### src/rtl/ps2_pkg.sv
// rtl/ps2_pkg.sv - PS/2 scan-code set 2 and Hack keycode constants shared by the keyboard slice
// Contents: scan-code prefixes, shift scan codes, Hack special-key codes, rx FSM state type,
// and the plain/upper keycode pair returned by the translation function.
package ps2_pkg;

    localparam logic [7:0] SC_BREAK  = 8'hF0;
    localparam logic [7:0] SC_EXT    = 8'hE0;
    localparam logic [7:0] SC_PAUSE  = 8'hE1;
    localparam logic [7:0] SC_LSHIFT = 8'h12;
    localparam logic [7:0] SC_RSHIFT = 8'h59;

    localparam logic [7:0] KEY_NEWLINE   = 8'd128;
    localparam logic [7:0] KEY_BACKSPACE = 8'd129;
    localparam logic [7:0] KEY_LEFT      = 8'd130;
    localparam logic [7:0] KEY_UP        = 8'd131;
    localparam logic [7:0] KEY_RIGHT     = 8'd132;
    localparam logic [7:0] KEY_DOWN      = 8'd133;
    localparam logic [7:0] KEY_HOME      = 8'd134;
    localparam logic [7:0] KEY_END       = 8'd135;
    localparam logic [7:0] KEY_PGUP      = 8'd136;
    localparam logic [7:0] KEY_PGDN      = 8'd137;
    localparam logic [7:0] KEY_INSERT    = 8'd138;
    localparam logic [7:0] KEY_DELETE    = 8'd139;
    localparam logic [7:0] KEY_ESC       = 8'd140;
    localparam logic [7:0] KEY_F1        = 8'd141;
    localparam logic [7:0] KEY_F2        = 8'd142;
    localparam logic [7:0] KEY_F3        = 8'd143;
    localparam logic [7:0] KEY_F4        = 8'd144;
    localparam logic [7:0] KEY_F5        = 8'd145;
    localparam logic [7:0] KEY_F6        = 8'd146;
    localparam logic [7:0] KEY_F7        = 8'd147;
    localparam logic [7:0] KEY_F8        = 8'd148;
    localparam logic [7:0] KEY_F9        = 8'd149;
    localparam logic [7:0] KEY_F10       = 8'd150;
    localparam logic [7:0] KEY_F11       = 8'd151;
    localparam logic [7:0] KEY_F12       = 8'd152;

    typedef enum logic [1:0] {
        RX_IDLE,
        RX_DATA,
        RX_PARITY,
        RX_STOP
    } rx_state_t;

    // plain = unshifted result, upper = shifted result; both 0 for untranslated codes
    typedef struct packed {
        logic [7:0] plain;
        logic [7:0] upper;
    } key_pair_t;

endpackage

### src/rtl/ps2_keyboard_if.sv
// rtl/ps2_keyboard_if.sv - keyboard result bus towards the Memory KBD register
// Signals: keycode[15:0] (held key, 0 when none), byte_valid (good frame pulse),
// frame_error (bad frame / timeout pulse). master = keyboard, slave = consumer.
interface ps2_keyboard_if ();
    logic [15:0] keycode;
    logic        byte_valid;
    logic        frame_error;

    modport master (output keycode, byte_valid, frame_error);
    modport slave  (input  keycode, byte_valid, frame_error);
endinterface

### src/rtl/ps2_rx.sv
// rtl/ps2_rx.sv - PS/2 frame receiver: 2-FF sync, clock glitch filter, rx FSM, frame timeout
// Ports: clk, reset (sync, active high), ps2_clk/ps2_data (raw async pins),
// rx_byte (last received byte, valid with byte_valid), byte_valid (1-cycle pulse one cycle
// after the stop-bit edge), frame_error (1-cycle pulse on bad start/parity/stop or timeout).
module ps2_rx
    import ps2_pkg::*;
#(
    parameter int FILTER_LEN     = 8,
    parameter int TIMEOUT_CYCLES = 20000
) (
    input  logic       clk,
    input  logic       reset,
    input  logic       ps2_clk,
    input  logic       ps2_data,
    output logic [7:0] rx_byte,
    output logic       byte_valid,
    output logic       frame_error
);

    localparam int FCW = $clog2(FILTER_LEN + 1);
    localparam int TCW = $clog2(TIMEOUT_CYCLES + 1);

    logic           clk_meta, clk_sync, dat_meta, dat_sync;
    logic           filt_q;
    logic [FCW-1:0] fcnt_q;
    logic           fall;

    rx_state_t      state_q, state_d;
    logic [7:0]     shift_q, shift_d;
    logic [2:0]     bit_q, bit_d;
    logic           par_q, par_d;
    logic [TCW-1:0] tmo_q, tmo_d;
    logic           valid_d, error_d;

    // The filtered clock only follows the synchronised pin after FILTER_LEN consecutive
    // samples that disagree with it; any agreeing sample restarts the count.
    always_ff @(posedge clk) begin
        if (reset) begin
            clk_meta <= 1'b1;
            clk_sync <= 1'b1;
            dat_meta <= 1'b1;
            dat_sync <= 1'b1;
            filt_q   <= 1'b1;
            fcnt_q   <= '0;
        end else begin
            clk_meta <= ps2_clk;
            clk_sync <= clk_meta;
            dat_meta <= ps2_data;
            dat_sync <= dat_meta;
            if (clk_sync == filt_q) begin
                fcnt_q <= '0;
            end else if (fcnt_q == FCW'(FILTER_LEN - 1)) begin
                filt_q <= clk_sync;
                fcnt_q <= '0;
            end else begin
                fcnt_q <= fcnt_q + FCW'(1);
            end
        end
    end

    // Falling edge is flagged in the same cycle the filtered level flips to 0.
    assign fall = filt_q && !clk_sync && (fcnt_q == FCW'(FILTER_LEN - 1));

    always_ff @(posedge clk) begin
        if (reset) begin
            state_q     <= RX_IDLE;
            shift_q     <= '0;
            bit_q       <= '0;
            par_q       <= 1'b0;
            tmo_q       <= '0;
            byte_valid  <= 1'b0;
            frame_error <= 1'b0;
        end else begin
            state_q     <= state_d;
            shift_q     <= shift_d;
            bit_q       <= bit_d;
            par_q       <= par_d;
            tmo_q       <= tmo_d;
            byte_valid  <= valid_d;
            frame_error <= error_d;
        end
    end

    always_comb begin
        state_d = state_q;
        shift_d = shift_q;
        bit_d   = bit_q;
        par_d   = par_q;
        valid_d = 1'b0;
        error_d = 1'b0;
        tmo_d   = (state_q == RX_IDLE || fall) ? '0 : tmo_q + TCW'(1);

        case (state_q)
            RX_IDLE: begin
                // A high start bit is treated as line noise, not an error.
                if (fall && !dat_sync) begin
                    state_d = RX_DATA;
                    bit_d   = '0;
                end
            end
            RX_DATA: begin
                if (fall) begin
                    shift_d = {dat_sync, shift_q[7:1]};
                    bit_d   = bit_q + 3'd1;
                    if (bit_q == 3'd7) state_d = RX_PARITY;
                end
            end
            RX_PARITY: begin
                if (fall) begin
                    par_d   = dat_sync;
                    state_d = RX_STOP;
                end
            end
            RX_STOP: begin
                if (fall) begin
                    state_d = RX_IDLE;
                    if (dat_sync && (^{shift_q, par_q})) valid_d = 1'b1;
                    else                                  error_d = 1'b1;
                end
            end
            default: state_d = RX_IDLE;
        endcase

        if (state_q != RX_IDLE && !fall && tmo_q == TCW'(TIMEOUT_CYCLES - 1)) begin
            state_d = RX_IDLE;
            error_d = 1'b1;
        end
    end

    assign rx_byte = shift_q;

endmodule

### src/rtl/ps2_keyboard.sv
// rtl/ps2_keyboard.sv - PS/2 keyboard to Hack keycode (KBD register source)
// Ports: clk (clk_out), reset (sync, active high), ps2_clk/ps2_data (raw PMOD pins),
// kbd (ps2_keyboard_if.master: keycode[15:0], byte_valid, frame_error).
// Optional feature macro PS2_SHIFT_EN: track L/R shift, lowercase/uppercase letters and
// shifted US symbols; break matching then uses the scan code latched at make.
module ps2_keyboard
    import ps2_pkg::*;
#(
    parameter int FILTER_LEN     = 8,
    parameter int TIMEOUT_CYCLES = 20000
) (
    input  logic           clk,
    input  logic           reset,
    input  logic           ps2_clk,
    input  logic           ps2_data,
    ps2_keyboard_if.master kbd
);

    logic [7:0] rx_byte;
    logic       rx_valid;
    logic       rx_error;

    ps2_rx #(
        .FILTER_LEN     (FILTER_LEN),
        .TIMEOUT_CYCLES (TIMEOUT_CYCLES)
    ) u_rx (
        .clk         (clk),
        .reset       (reset),
        .ps2_clk     (ps2_clk),
        .ps2_data    (ps2_data),
        .rx_byte     (rx_byte),
        .byte_valid  (rx_valid),
        .frame_error (rx_error)
    );

    function automatic key_pair_t translate(input logic ext, input logic [7:0] sc);
        key_pair_t r;
        r = '0;
        if (ext) begin
            case (sc)
                8'h6B:   r = {KEY_LEFT,   KEY_LEFT};
                8'h75:   r = {KEY_UP,     KEY_UP};
                8'h74:   r = {KEY_RIGHT,  KEY_RIGHT};
                8'h72:   r = {KEY_DOWN,   KEY_DOWN};
                8'h6C:   r = {KEY_HOME,   KEY_HOME};
                8'h69:   r = {KEY_END,    KEY_END};
                8'h7D:   r = {KEY_PGUP,   KEY_PGUP};
                8'h7A:   r = {KEY_PGDN,   KEY_PGDN};
                8'h70:   r = {KEY_INSERT, KEY_INSERT};
                8'h71:   r = {KEY_DELETE, KEY_DELETE};
                default: r = '0;
            endcase
        end else begin
            case (sc)
                8'h1C: r = {"a", "A"};  8'h32: r = {"b", "B"};  8'h21: r = {"c", "C"};
                8'h23: r = {"d", "D"};  8'h24: r = {"e", "E"};  8'h2B: r = {"f", "F"};
                8'h34: r = {"g", "G"};  8'h33: r = {"h", "H"};  8'h43: r = {"i", "I"};
                8'h3B: r = {"j", "J"};  8'h42: r = {"k", "K"};  8'h4B: r = {"l", "L"};
                8'h3A: r = {"m", "M"};  8'h31: r = {"n", "N"};  8'h44: r = {"o", "O"};
                8'h4D: r = {"p", "P"};  8'h15: r = {"q", "Q"};  8'h2D: r = {"r", "R"};
                8'h1B: r = {"s", "S"};  8'h2C: r = {"t", "T"};  8'h3C: r = {"u", "U"};
                8'h2A: r = {"v", "V"};  8'h1D: r = {"w", "W"};  8'h22: r = {"x", "X"};
                8'h35: r = {"y", "Y"};  8'h1A: r = {"z", "Z"};
                8'h16: r = {"1", "!"};  8'h1E: r = {"2", "@"};  8'h26: r = {"3", "#"};
                8'h25: r = {"4", "$"};  8'h2E: r = {"5", "%"};  8'h36: r = {"6", "^"};
                8'h3D: r = {"7", "&"};  8'h3E: r = {"8", "*"};  8'h46: r = {"9", "("};
                8'h45: r = {"0", ")"};
                8'h29: r = {8'h20, 8'h20};  8'h0E: r = {8'h60, 8'h7E};
                8'h4E: r = {"-", "_"};      8'h55: r = {"=", "+"};
                8'h54: r = {"[", "{"};      8'h5B: r = {"]", "}"};
                8'h5D: r = {8'h5C, 8'h7C};  8'h4C: r = {";", ":"};
                8'h52: r = {8'h27, 8'h22};  8'h41: r = {",", "<"};
                8'h49: r = {".", ">"};      8'h4A: r = {"/", "?"};
                8'h5A: r = {KEY_NEWLINE,   KEY_NEWLINE};
                8'h66: r = {KEY_BACKSPACE, KEY_BACKSPACE};
                8'h76: r = {KEY_ESC, KEY_ESC};
                8'h05: r = {KEY_F1,  KEY_F1};   8'h06: r = {KEY_F2,  KEY_F2};
                8'h04: r = {KEY_F3,  KEY_F3};   8'h0C: r = {KEY_F4,  KEY_F4};
                8'h03: r = {KEY_F5,  KEY_F5};   8'h0B: r = {KEY_F6,  KEY_F6};
                8'h83: r = {KEY_F7,  KEY_F7};   8'h0A: r = {KEY_F8,  KEY_F8};
                8'h01: r = {KEY_F9,  KEY_F9};   8'h09: r = {KEY_F10, KEY_F10};
                8'h78: r = {KEY_F11, KEY_F11};  8'h07: r = {KEY_F12, KEY_F12};
                default: r = '0;
            endcase
        end
        return r;
    endfunction

    logic       brk_q, ext_q;
    logic [2:0] skip_q;
    logic [7:0] key_q;
    key_pair_t  kp;
    logic [7:0] trans;

`ifdef PS2_SHIFT_EN
    logic       shift_l_q, shift_r_q;
    logic [8:0] held_q;

    always_comb begin
        kp    = translate(ext_q, rx_byte);
        trans = (shift_l_q || shift_r_q) ? kp.upper : kp.plain;
    end
`else
    // Without shift tracking letters are reported uppercase, everything else unshifted.
    always_comb begin
        kp    = translate(ext_q, rx_byte);
        trans = (kp.plain >= 8'h61 && kp.plain <= 8'h7A) ? kp.upper : kp.plain;
    end
`endif

    always_ff @(posedge clk) begin
        if (reset) begin
            brk_q     <= 1'b0;
            ext_q     <= 1'b0;
            skip_q    <= '0;
            key_q     <= '0;
`ifdef PS2_SHIFT_EN
            shift_l_q <= 1'b0;
            shift_r_q <= 1'b0;
            held_q    <= '0;
`endif
        end else if (rx_valid) begin
            if (skip_q != 3'd0) begin
                // Remainder of the Pause sequence carries no key state.
                skip_q <= skip_q - 3'd1;
            end else if (rx_byte == SC_BREAK) begin
                brk_q <= 1'b1;
            end else if (rx_byte == SC_EXT) begin
                ext_q <= 1'b1;
            end else if (rx_byte == SC_PAUSE) begin
                skip_q <= 3'd7;
                brk_q  <= 1'b0;
                ext_q  <= 1'b0;
            end else begin
                brk_q <= 1'b0;
                ext_q <= 1'b0;
`ifdef PS2_SHIFT_EN
                if (!ext_q && rx_byte == SC_LSHIFT) begin
                    shift_l_q <= !brk_q;
                end else if (!ext_q && rx_byte == SC_RSHIFT) begin
                    shift_r_q <= !brk_q;
                end else if (brk_q) begin
                    // Compare raw codes so the shift state at release does not matter.
                    if ({ext_q, rx_byte} == held_q) key_q <= '0;
                end else if (trans != 8'h00) begin
                    key_q  <= trans;
                    held_q <= {ext_q, rx_byte};
                end
`else
                if (brk_q) begin
                    if (trans == key_q) key_q <= '0;
                end else if (trans != 8'h00) begin
                    key_q <= trans;
                end
`endif
            end
        end
    end

    assign kbd.keycode     = {8'h00, key_q};
    assign kbd.byte_valid  = rx_valid;
    assign kbd.frame_error = rx_error;

endmodule
### src/flat_wrapper.sv
// flat-port wrapper written by rule: the top's interface ports become plain ports
module ps2_keyboard_flat import ps2_pkg::*;
#(
    parameter int FILTER_LEN     = 8,
    parameter int TIMEOUT_CYCLES = 20000
)
  (clk, reset, ps2_clk, ps2_data, kbd_keycode, kbd_byte_valid, kbd_frame_error);
  ps2_keyboard_if kbd_i ();
  input  logic clk;
  input  logic reset;
  input  logic ps2_clk;
  input  logic ps2_data;
  output wire logic [$bits(kbd_i.keycode)-1:0] kbd_keycode;
  output wire logic [$bits(kbd_i.byte_valid)-1:0] kbd_byte_valid;
  output wire logic [$bits(kbd_i.frame_error)-1:0] kbd_frame_error;
  assign kbd_keycode = kbd_i.keycode;
  assign kbd_byte_valid = kbd_i.byte_valid;
  assign kbd_frame_error = kbd_i.frame_error;
  ps2_keyboard #(.FILTER_LEN(FILTER_LEN), .TIMEOUT_CYCLES(TIMEOUT_CYCLES)) u_core (.clk(clk), .reset(reset), .ps2_clk(ps2_clk), .ps2_data(ps2_data), .kbd(kbd_i));
endmodule
### config.mk
export PLATFORM = sky130hd
export DESIGN_NAME = ps2_keyboard_flat
export DESIGN_NICKNAME = d
export VERILOG_FILES = /design/src/rtl/ps2_pkg.sv /design/src/rtl/ps2_keyboard_if.sv /design/src/rtl/ps2_rx.sv /design/src/rtl/ps2_keyboard.sv /design/src/flat_wrapper.sv
export SDC_FILE = /design/constraint.sdc
export NUM_CORES = 1
export LEC_CHECK = 0
export CELL_PAD_IN_SITES_DETAIL_PLACEMENT = 1
export CELL_PAD_IN_SITES_GLOBAL_PLACEMENT = 1
export CORE_UTILIZATION = 46
export DETAILED_ROUTE_END_ITERATION = 16
export PLACE_DENSITY_LB_ADDON = 0.1
export SLEW_MARGIN = 40
export SYNTH_ARGS = -nofsm -noshare
export SYNTH_HDL_FRONTEND = slang
export SYNTH_SLANG_ARGS = --single-unit
### constraint.sdc
create_clock -name clk -period 4.8 [get_ports clk]
set_clock_uncertainty 0.1 [all_clocks]
set_input_delay 1.44 -clock clk [delete_from_list [all_inputs] [get_ports clk]]
set_output_delay 1.44 -clock clk [all_outputs]
set_load 0.005 [all_outputs]
---- Yosys cells after proc, flatten, opt, wreduce, memory -nomap -nowiden ----
Memories as Yosys holds them, arrays and structs flattened. A register that Yosys moved wholly into a read port is not among the register bits.
Index checks and enable logic that the tools add are counted.
word-level totals
  register bits ........................... 53
  ROM bits ................................ 4096
  bits of input ports ..................... 4
  output and inout bits ................... 18
  word-level logic and storage cells ...... 122
  memories ................................ 1
memory list
  memory            depth  bits a word  read ports  clocked after Yosys merged registers in  write ports  line                text
  (name not given)  256    16           1           1                                        0            ps2_keyboard.sv:54  case (sc)
cells by class
  $add $sub $neg .......................... 4
  $lt $le $gt $ge ......................... 2
  eq/ne operators ......................... 30
  multiplexer cells ....................... 29
  bitwise logic cells ..................... 7
  reduce and logical (&&, ||, !) cells .... 32
operators with widths
  cell                                                                count
  one-hot mux 16 bit (10 select lines)                                1
  == test 8 x 7 -> 1 bit (second input constant)                      10
  2-to-1 mux 8 bit                                                    6
  == test 8 bit (second input constant)                               3
  2-to-1 mux 3 bit                                                    6
  2-to-1 mux 16 bit                                                   1
  adder 15 x 1 -> 15 bit (second input constant)                      1
  == test 15 bit (second input constant)                              1
  2-to-1 mux 2 bit                                                    5
  inequality test 2 bit (second input constant)                       5
  AND reduction 3 bit                                                 3
  XOR reduction 9 bit                                                 1
  == test 8 bit                                                       1
  greater-or-equal comparator 8 x 7 -> 1 bit (second input constant)  1
  <= comparator 8 x 7 -> 1 bit (second input constant)                1
  2-to-1 mux 1 bit                                                    8
  inequality test 2 x 1 -> 1 bit (second input constant)              4
  one-hot mux 2 bit (4 select lines)                                  1
  nonzero test 2 bit                                                  4
  nonzero test 8 bit                                                  1
  logical AND 1 bit                                                   7
  inverter 1 bit                                                      7
  AND reduction 7 bit                                                 1
  one-hot mux 3 bit (2 select lines)                                  1
  other kinds (17)                                                    24

---- Longest topological paths before layout ----
  depth in word-level cells ............... 9
  gate-level depth with buffers ........... 16
  depth with buffers taken out ............ 15

---- By module ----
From an unflattened synthesis, not the netlist that was laid out.
unflattened totals
  cells, all modules ...................... 673
  area total of the unflattened synthesis .. 5054.8 um^2
modules (own cells, without submodules)
  module        instances  cells an instance  area an instance (um^2)  seq. area each (um^2)
  ps2_keyboard  1          473                3250.6                   260.2
  ps2_rx        1          200                1804.2                   800.8

---- Least setup slack after synthesis ----
Ideal clock, no wire load.
  path type ............................... input to register
  start ................................... in reset
  end ..................................... reg (tool-made name)
  library setup time ...................... 62 ps
  arrival ................................. 3639 ps
  data required time ...................... 4638 ps
  slack ................................... 1000 ps
  cell stages on the path ................. 12
  buffers on the path ..................... 2
  cells stage by stage .................... a21o_1 inv_1 clkbuf_1 clkbuf_1 ha_1 a21oi_1 o21ai_0 nand2_1 a31o_2 or2_2 a31o_2 nand2_1
RTL lines
  what             line                text
  start, declared  flat_wrapper.sv:10  input logic reset;

==> summary.md <==
| Metric | Value |
|---|---|
| Slew Limit Headroom | `59.49%` |
| Worst skew pair latency | `0.37 ns` |
| Power Dens Cells | `207.3 mW/mm^2` |
| Placed cell area | `roughly 0.0054 sq mm` |
| Num CTS Buffers | `9` |
| Postcts setup bufs | `0` |
| Setup crit start | `reset` |
| Layout Nets | `730` |
| Ant diodes | `0` |
| Routed vias | `5443` |
| Clock root buffer | `clkbuf_8` |
| CTS tree | `yes` |
| Starting density of the core | `about 47%` |
| Ys async rst share | `0%` |
| Clock Sinks | `68` |
| Largest buffer count on any clock path | `2` |
| DR iter-0 viols | `between 500 and 600` |
| Status | `finished clean` |
| Post-Synthesis Cell Area | `0.005125 sq mm` |
| Worst r2r src | `u_core.u_rx.fcnt_q[0]` |
| Setup crit start kind | `primary input` |
| EDFF count, synth | `0` |
| Post_cts resized | `0` |
| GRT Total Usage | `31.19%` |
| Final setup viols | `0` |
| CP Capture Type | `register` |
| P&R area growth vs syn | `9.253%` |
| Pin count of the biggest net entering global routing | `27` |
| CTS Hold Bufs | `0` |
| Crit-path max FO | `12` |
| Least-Margin Pin Slew | `0.6069 ns` |
| IO Count | `22` |
| Antenna violations before repair | `0` |
| FF+latch count, synth | `68` |
| Unrepaired setup endpoints after global routing | `false` |
| Min Tclk post-route | `between 4 and 5 ns` |
| Yosys warns | `0` |
| Dpl hpwl | `12.47 mm` |
| Remaining DRCs | `0` |
| Slew Viols, Final | `0` |
| Critical path type | `in -> reg` |
| Worst hold margin | `0.3237 ns` |
| Tot Pwr | `1161 uW` |
| Die X | `~110 microns` |
| Number of global-route vias before repair | `5353` |
| CORE AREA | `approximately 0.011 sq mm` |
| Avg Vias per Cell | `6.404` |
| Routed WL per cell | `20.06 microns` |
| Synth unique cells | `between 70 and 80` |
| Antenna Nets Post-Route | `0` |
| F_max | `239.4 MHz` |
| Fin Setup TNS | `0 ns` |
| Main synth FF type | `dfxtp_1` |
| Period utilisation layout | `87.04%` |
| R2R setup slack | `1.04 ns` |
| Leakage Power | `0.002050 uW` |
| Die Ht | `107.6 microns` |
| Peak supply drop | `126.8 uV` |
| Share of layout cells above drive strength 1 | `approximately 8.2%` |
| Sequential-to-total area share from yosys stat | `roughly a quarter` |
| Avg Cell Area, Syn | `7.269 sq um` |
| First-pass GRT wire length | `around 28 mm` |
| Mapped Cells | `705` |
| I/O Buffers | `13` |
| CP Data Required Time | `approximately 5 ns` |
| Total global routing overflow | `0` |
| Row count | `38` |
| Total Wirelength | `17.05 mm` |
| Final hold vios | `0` |
| H-tree lvl count | `3` |
| Core Util, Final | `approximately 52%` |
| Hold path start | `u_core.u_rx.clk_meta` |
| DR pass1 iterations | `5` |
| Crit path DAT | `about 4.4 ns` |
| Final GP Congestion | `0.9566` |
| Hold/Removal Path Class | `reg -> reg` |
| Total die area | `0.01157 sq mm` |
| MaxCap Viol Count | `0` |
| Clk slew on worst S/H paths | `0.07 ns` |
| Finished Cell Area | `roughly 0.0056 sq mm` |
==> routing by layer <==
layer  global-route usage, %  up-vias  routed length (microns)
met5                       0        -                        0
met4                   14.48        0                      582
met3                   6.174       54                     1054
met2                   50.50      207                     7829
met1                   39.65     2632                     7581
li1                        -     2550                        -
==> path summary, 6_finish.rpt <==
check / cells past startpoint / end
max: 10 / register
min: 1 / u_core.u_rx.clk_sync
max reg2reg: 12 / register
min reg2reg: 1 / u_core.u_rx.clk_sync
==> cell usage after synthesis, types with 4 or more instances <==
cell | number | share of area [%]
o22ai_1 | 5 | 0.61
or2_2 | 10 | 1.2
xnor2_1 | 13 | 2.2
nor4_1 | 7 | 0.85
a221oi_1 | 6 | 1.0
nor2_1 | 75 | 5.5
o21ai_0 | 65 | 6.3
o221ai_1 | 5 | 0.85
a31oi_1 | 14 | 1.7
nand2b_1 | 9 | 1.1
a211o_1 | 6 | 1.0
nor2b_1 | 4 | 0.49
o21a_1 | 6 | 0.88
a211oi_1 | 6 | 0.88
nand3_1 | 32 | 3.1
ha_1 | 21 | 5.1
inv_1 | 31 | 2.3
clkbuf_1 | 30 | 2.2
o211ai_1 | 7 | 1.0
mux2i_1 | 6 | 1.2
nand2_1 | 67 | 4.9
o21ai_1 | 5 | 0.49
o2111ai_1 | 4 | 0.68
buf_1 | 5 | 0.37
o311ai_0 | 4 | 0.68
xor2_1 | 13 | 2.2
or3_1 | 4 | 0.49
buf_4 | 8 | 1.2
a21boi_0 | 6 | 0.88
nor4b_1 | 4 | 0.68
and3_1 | 5 | 0.61
buf_2 | 7 | 0.68
a21o_1 | 12 | 1.8
dfxtp_1 | 68 | 27
nor3_1 | 13 | 1.3
a21oi_1 | 57 | 5.6
==> per-stage QoR <==
step	cells	setup WS (ns)
final	850	0.6221
after global routing	850	0.4533
after CTS	850	0.7075
after detailed placement	834	0.3095
after global placement	834	0.4077
after floorplan	712	0.9995
==> layout make-up <==
cell class	count	area [sq um]
Clock buffer	11	141.4
Inverter	32	120.1
Fill cell	1386	5241
Clock inverter	5	85.08
Multi-Input combinational cell	562	3443
Sequential cell	68	1361
Tap cell	140	175.2
Timing Repair Buffer	32	272.8
==> power by group <==
| group | switching [uW] | internal (uW) |
|---|---|---|
| registers | 4.18 | 569 |
| clock network | 233 | 308 |
| logic | 30.5 | 15.5 |
| total | 268 | 893 |
==> cell families (layout without fill, tap and decap cells) <==
family                   after synthesis  count (layout)  share of synthesized area (%)
AND/OR/NAND/NOR                      255             255                          24.46
other                                  1               8                        0.07317
multiplexers                           7               7                          1.392
flip-flops                            68              68                          26.56
buffers and inverters                 82              80                          6.763
XOR/XNOR                              26              26                          4.443
adder cells (fa/ha/maj)               21              21                          5.127
AO/OA/AOI/OAI                        245             245                          31.18
==> layout by cell type, fill, tap and decap left out, types with 14 or more instances in the layout <==
master	instances
a21oi_1	57
a31oi_1	14
buf_4	19
dfxtp_1	68
ha_1	21
inv_1	31
nand2_1	67
nand3_1	32
nor2_1	75
o21ai_0	65
==> worst max-delay path, stage by stage <==
cell and delay [ns]:
clkdlybuf4s50_1 0.53, a21o_1 0.37, inv_1 0.20, ha_1 0.45, nand3_1 0.43, o211ai_1 0.29, a21oi_1 0.07, or2_2 0.28
a31o_2 0.24, nand2_1 0.06
Note: power is estimated with default switching activity, not from simulation.
